**config.mk**
```make
export PLATFORM = sky130hd
export DESIGN_NAME = lighthouse_emitter
export DESIGN_NICKNAME = d
export VERILOG_FILES = /design/src/rtl/lighthouse_emitter.sv
export SDC_FILE = /design/constraint.sdc
export NUM_CORES = 1
export LEC_CHECK = 0
export ABC_AREA = 1
export CAP_MARGIN = 10
export CORE_ASPECT_RATIO = 1.1
export CORE_MARGIN = 1
export CORE_UTILIZATION = 55
export CTS_CLUSTER_DIAMETER = 200
export DETAILED_ROUTE_END_ITERATION = 12
export PLACE_DENSITY_LB_ADDON = 0.15
export SETUP_SLACK_MARGIN = 0.3
export SLEW_MARGIN = 20
export SYNTH_ARGS = -nofsm -noshare
export SYNTH_HDL_FRONTEND = slang
export SYNTH_SLANG_ARGS = --single-unit
```
**constraint.sdc**
```tcl
create_clock -name clk_48 -period 11.4 [get_ports clk_48]
set_input_delay 1.14 -clock clk_48 [delete_from_list [all_inputs] [get_ports clk_48]]
set_output_delay 1.14 -clock clk_48 [all_outputs]
set_load 0.005 [all_outputs]
```
**src/rtl/lighthouse_emitter.sv**
```systemverilog
// lighthouse_emitter
//   Synthetic lighthouse base-station pair for loopback/self-test of the
//   sweep-capture path. Each frame carries two sync pulses (station A at t=0,
//   station B at t=SYNC_GAP) whose lengths encode {skip, data, axis}, followed
//   by one sweep pulse at the programmed time. Output idles high and pulses
//   low, matching the optical sensor polarity.
//
// Ports
//   clk_48        in   system clock
//   reset         in   synchronous, active-high
//   en            in   run enable; low aborts the frame and holds idle
//   sweep_time    in   clocks from frame start to the sweep falling edge
//   data0, data1  in   OOTX data bits for station A / station B sync
//   out           out  emitted waveform, idle high, pulses low
//   frame_strobe  out  1-cycle pulse at frame start (t=0)
//   frame_idx     out  [0]=axis, [1]=sweeping station (0=A, 1=B)
//   sweep_err     out  1-cycle pulse at t=0 when the latched sweep_time is invalid
//
// All outputs are registered, so they describe the frame time t processed in
// the previous clock cycle.
module lighthouse_emitter #(
    parameter int FRAME     = 400000,
    parameter int SYNC_BASE = 3000,
    parameter int SYNC_STEP = 500,
    parameter int SYNC_GAP  = 19200,
    parameter int SWEEP_LEN = 480,
    parameter int WIDTH     = 24
) (
    input  logic             clk_48,
    input  logic             reset,
    input  logic             en,
    input  logic [WIDTH-1:0] sweep_time,
    input  logic             data0,
    input  logic             data1,
    output logic             out,
    output logic             frame_strobe,
    output logic [1:0]       frame_idx,
    output logic             sweep_err
);

    typedef enum logic {
        IDLE,
        RUN
    } state_t;

    // Range arithmetic is done one bit wider so S+SWEEP_LEN and
    // SYNC_GAP+L1 cannot wrap.
    localparam logic [WIDTH:0]   FRAME_X   = (WIDTH+1)'(FRAME);
    localparam logic [WIDTH:0]   GAP_X     = (WIDTH+1)'(SYNC_GAP);
    localparam logic [WIDTH:0]   SWEEP_X   = (WIDTH+1)'(SWEEP_LEN);
    // Earliest sweep start: clears the longest possible sync1 (code 7).
    localparam logic [WIDTH:0]   S_MIN_X   = (WIDTH+1)'(SYNC_GAP + SYNC_BASE + 8 * SYNC_STEP);
    localparam logic [WIDTH-1:0] LAST_T    = WIDTH'(FRAME - 1);
    localparam logic [WIDTH-1:0] BASE_W    = WIDTH'(SYNC_BASE);
    localparam logic [WIDTH-1:0] STEP_W    = WIDTH'(SYNC_STEP);

    state_t           state_q, state_d;
    logic [WIDTH-1:0] t_q, t_d;
    logic [1:0]       frame_idx_q, frame_idx_d;
    logic [WIDTH-1:0] l0_q, l0_d, l1_q, l1_d, s_q, s_d;
    logic             valid_q, valid_d;
    logic             out_q, out_d;
    logic             strobe_q, strobe_d;
    logic             err_q, err_d;

    // Frame time handled this cycle; an idle block always starts at t=0.
    logic [WIDTH-1:0] cur_t;
    logic             frame_start;
    logic [1:0]       idx_now;
    logic [2:0]       code0, code1;
    logic [WIDTH-1:0] len0_new, len1_new;
    logic             valid_new;
    // Per-frame parameters in effect this cycle: freshly computed at t=0,
    // shadow registers for the rest of the frame.
    logic [WIDTH-1:0] f_l0, f_l1, f_s;
    logic             f_valid;
    logic [WIDTH:0]   t_x;
    logic             in_sync0, in_sync1, in_sweep;

    assign cur_t       = (state_q == RUN) ? t_q : '0;
    assign frame_start = (cur_t == '0);
    // t_q can only be 0 while running after a wrap, so that is the one place
    // the index advances; a fresh start from idle reuses the current index.
    assign idx_now     = (state_q == RUN && t_q == '0) ? frame_idx_q + 2'd1 : frame_idx_q;

    assign code0    = {idx_now[1], data0, idx_now[0]};
    assign code1    = {~idx_now[1], data1, idx_now[0]};
    assign len0_new = BASE_W + STEP_W * WIDTH'(code0);
    assign len1_new = BASE_W + STEP_W * WIDTH'(code1);
    assign valid_new = ({1'b0, sweep_time} >= S_MIN_X) &&
                       ({1'b0, sweep_time} + SWEEP_X <= FRAME_X);

    assign f_l0    = frame_start ? len0_new   : l0_q;
    assign f_l1    = frame_start ? len1_new   : l1_q;
    assign f_s     = frame_start ? sweep_time : s_q;
    assign f_valid = frame_start ? valid_new  : valid_q;

    assign t_x      = {1'b0, cur_t};
    assign in_sync0 = t_x < {1'b0, f_l0};
    assign in_sync1 = (t_x >= GAP_X) && (t_x < GAP_X + {1'b0, f_l1});
    assign in_sweep = f_valid && (t_x >= {1'b0, f_s}) && (t_x < {1'b0, f_s} + SWEEP_X);

    // NOTE: every signal assigned here gets a default first so no path
    // leaves it unassigned, which would otherwise infer a latch.
    always_comb begin
        state_d     = state_q;
        t_d         = t_q;
        frame_idx_d = frame_idx_q;
        l0_d        = l0_q;
        l1_d        = l1_q;
        s_d         = s_q;
        valid_d     = valid_q;
        out_d       = 1'b1;
        strobe_d    = 1'b0;
        err_d       = 1'b0;

        if (!en) begin
            state_d = IDLE;
            t_d     = '0;
        end else begin
            state_d  = RUN;
            t_d      = (cur_t == LAST_T) ? '0 : cur_t + WIDTH'(1);
            out_d    = !(in_sync0 || in_sync1 || in_sweep);
            strobe_d = frame_start;
            if (frame_start) begin
                frame_idx_d = idx_now;
                l0_d        = len0_new;
                l1_d        = len1_new;
                s_d         = sweep_time;
                valid_d     = valid_new;
                err_d       = !valid_new;
            end
        end
    end

    // NOTE: sequential state uses non-blocking assignments so every register
    // samples the pre-edge values regardless of statement order.
    always_ff @(posedge clk_48) begin
        if (reset) begin
            state_q     <= IDLE;
            t_q         <= '0;
            frame_idx_q <= 2'd0;
            l0_q        <= '0;
            l1_q        <= '0;
            s_q         <= '0;
            valid_q     <= 1'b0;
            out_q       <= 1'b1;
            strobe_q    <= 1'b0;
            err_q       <= 1'b0;
        end else begin
            state_q     <= state_d;
            t_q         <= t_d;
            frame_idx_q <= frame_idx_d;
            l0_q        <= l0_d;
            l1_q        <= l1_d;
            s_q         <= s_d;
            valid_q     <= valid_d;
            out_q       <= out_d;
            strobe_q    <= strobe_d;
            err_q       <= err_d;
        end
    end

    assign out          = out_q;
    assign frame_strobe = strobe_q;
    assign frame_idx    = frame_idx_q;
    assign sweep_err    = err_q;

endmodule

```
==> impl_metrics.tcl <==
set metrics [dict create \
    dp_hpwl_um 16100 \
    ant_nets 0 \
    synthTopCellsByArea "dfxtp_1, ha_1, nand2_1" \
    hold_violations 0 \
    post-route-period-util 0.605 \
    cts_buffer_depth 2 \
    final_max_slew_viol_count 0 \
    cap_violations 0 \
    io_buffers 33 \
    p_leak_nw 4.75 \
    cp.required_ns 11.64 \
    drive_gt1_frac 0.0658 \
    syn_nets 1424 \
    hold_class "register to register" \
    ctsHoldBuffers 0 \
    netlist_area_um2 8710 \
    pre_cts_slack_ns 4.52 \
    die_w_um 122 \
    yosysMostFrequentCell "nand2_1" \
    worst-r2r-setup-slack_ns 4.50 \
    cts_buffers 9 \
    ys_ff_latch 103 \
    fmax_ghz 0.145 \
    cts.clk_slew.worst_paths_ns 0.08 \
    crit_family "adder cells" \
    clkSinkCount 103 \
    n_fill_cell 1432 \
    synth_commonest_cells "nand2_1, inv_1, ha_1" \
    gp_congestion 0.907 \
    ys_seq_area_frac 0.237 \
    crit_top_cell "nand2_1" \
    htree_num_levels 3 \
    die_area_um2 16300 \
    yosysWarningCount 0 \
    critPathArrivalTime_ns 7.14 \
    synth_edf_count 0 \
    critPathMaxFanout 8 \
    synth_top_area_share 0.237 \
    antenna_found_initial 0 \
    peakVddDrop_v 0.0000718 \
    grt_max_degree 64 \
    drt_wl_total_um 21400 \
    grtUsageTotal 0.276 \
    postCtsSetupRepairBufs 0 \
    fp-row-count 47 \
    diodes 0 \
    criticalPathCategory "register to register" \
    cts_tree "yes" \
    tightest_slew_ns 0.851 \
    dr.pass1.iters 5 \
    postLayoutSetupSlackWorst_ns 4.50 \
    rsz0062_at_grt "false" \
    crit_path_top_delay_cell "fa_1" \
    async_flop_share 0 \
    layout.nets 1439 \
    start_kind "register" \
    powerDensity_nw_per_um2 108 \
    setup_tns_ns 0 \
    vias 8042 \
    syn_area_per_cell_um2 6.84 \
    whs_ns 0.454 \
    synth_cells 1274 \
    die_h_um 134 \
    synth.distinct_cells 49 \
    fin_crit_ns 6.90 \
    viasPerCell 5.40 \
    cts_root_buf "clkbuf_16" \
    core_um2 15300 \
    post-route-drc-count 0 \
    syn2layout_area_growth_pct 8.10 \
    first_iter_violations 534 \
    status "finished, final reports clean" \
    cp.buffers_inverters 6 \
    setup.worst_path.end_class "register" \
    critical_path.max_stage_delay_ns 0.71 \
    cts_resized 0 \
    io_pins 34 \
    initial_core_util 0.570 \
    first_global_vias 7371 \
    wl_per_cell_um 14.4 \
    synth-main-ff-cell "dfxtp_1" \
    maxSlewHeadroom 0.431 \
    grt_pass1_wl_um 35900 \
    grt_overflow 0 \
    skew_ns 0.0116 \
    synth_top_cell_by_area "dfxtp_1" \
    setup_viol 0 \
    insertion_delay_ns 0.36 \
]
## logic make-up after synthesis
family                     after synthesis  synth area share
and+or+nand+nor                        555             0.284
buffers and inverters                  236             0.110
AOI/OAI and AO/OA                      214             0.143
adders and majority gates              121             0.182
DFF                                    103             0.237
xor gates and xnor gates                44            0.0442
muxes                                    1           0.00115
## where the power goes
part	switching, mW	internal, mW
combinational	0.209	0.122
clock	0.146	0.159
sequential	0.00750	0.378
## stage by stage
step                cell area [um^2]  power (mW)  cells  utilization
CTS                             9420        1.02   1488        0.616
detailed placement              9140       0.721   1474        0.598
floorplan                       8710       0.643   1274            -
finish                          9420        1.02   1488        0.616
global placement                9140       0.715   1474        0.598
global route                    9420        1.09   1488        0.616
## path summary, 6_finish.rpt
check          start  endpoint  cells past startpoint
max reg2reg  t_q[18]       out                     40
min          l1_q[4]   l1_q[4]                      2
min reg2reg  l1_q[4]   l1_q[4]                      2
max          t_q[18]       out                     40
## routing by layer
metal	up-vias	part of all wire	global-route usage
met5	-	0	0
met4	0	0.013	0.0782
met3	17	0.045	0.0344
met2	162	0.46	0.454
met1	3671	0.48	0.377
li1	4192	-	-
## worst min-delay path, delay by kind of cell, from the launching register on
| family | cells | cell delay, ns |
|---|---|---|
| AOI/OAI and AO/OA | 1 | 0.05 |
| buffers and inverters | 1 | 0.06 |
| DFF | 1 | 0.30 |
## cell type report
| type | count | area, um^2 | area share |
|---|---|---|---|
| well taps | 196 | 245 | 0.0260 |
| inverters | 200 | 751 | 0.0797 |
| flip-flops and latches | 103 | 2060 | 0.219 |
| repair buffers | 40 | 383 | 0.0407 |
| clock inverters | 2 | 16.3 | 0.00173 |
| multi-input cells | 935 | 5700 | 0.606 |
| clock buffers | 12 | 256 | 0.0272 |
## sequential cells by signal, summed over array words and instances, names as in the netlist
name,count
out,1
valid_q,1
l1_q,24
state_q,1
sweep_err,1
t_q,24
frame_strobe,1
l0_q,24
s_q,24
frame_idx,2
## placed cells by master (no fill, tap or decap), drive strengths merged, types with 9 or more instances in the layout
cell,count
nand2,295
inv,199
ha,112
dfxtp,103
nand3,98
o21ai,96
nor2,91
a21oi,86
xor2,35
clkdlybuf4s50,33
nor3,27
nand4,19
clkbuf,12
nor4,10
xnor2,9
fa,9
(Power assumes the default switching activity.)
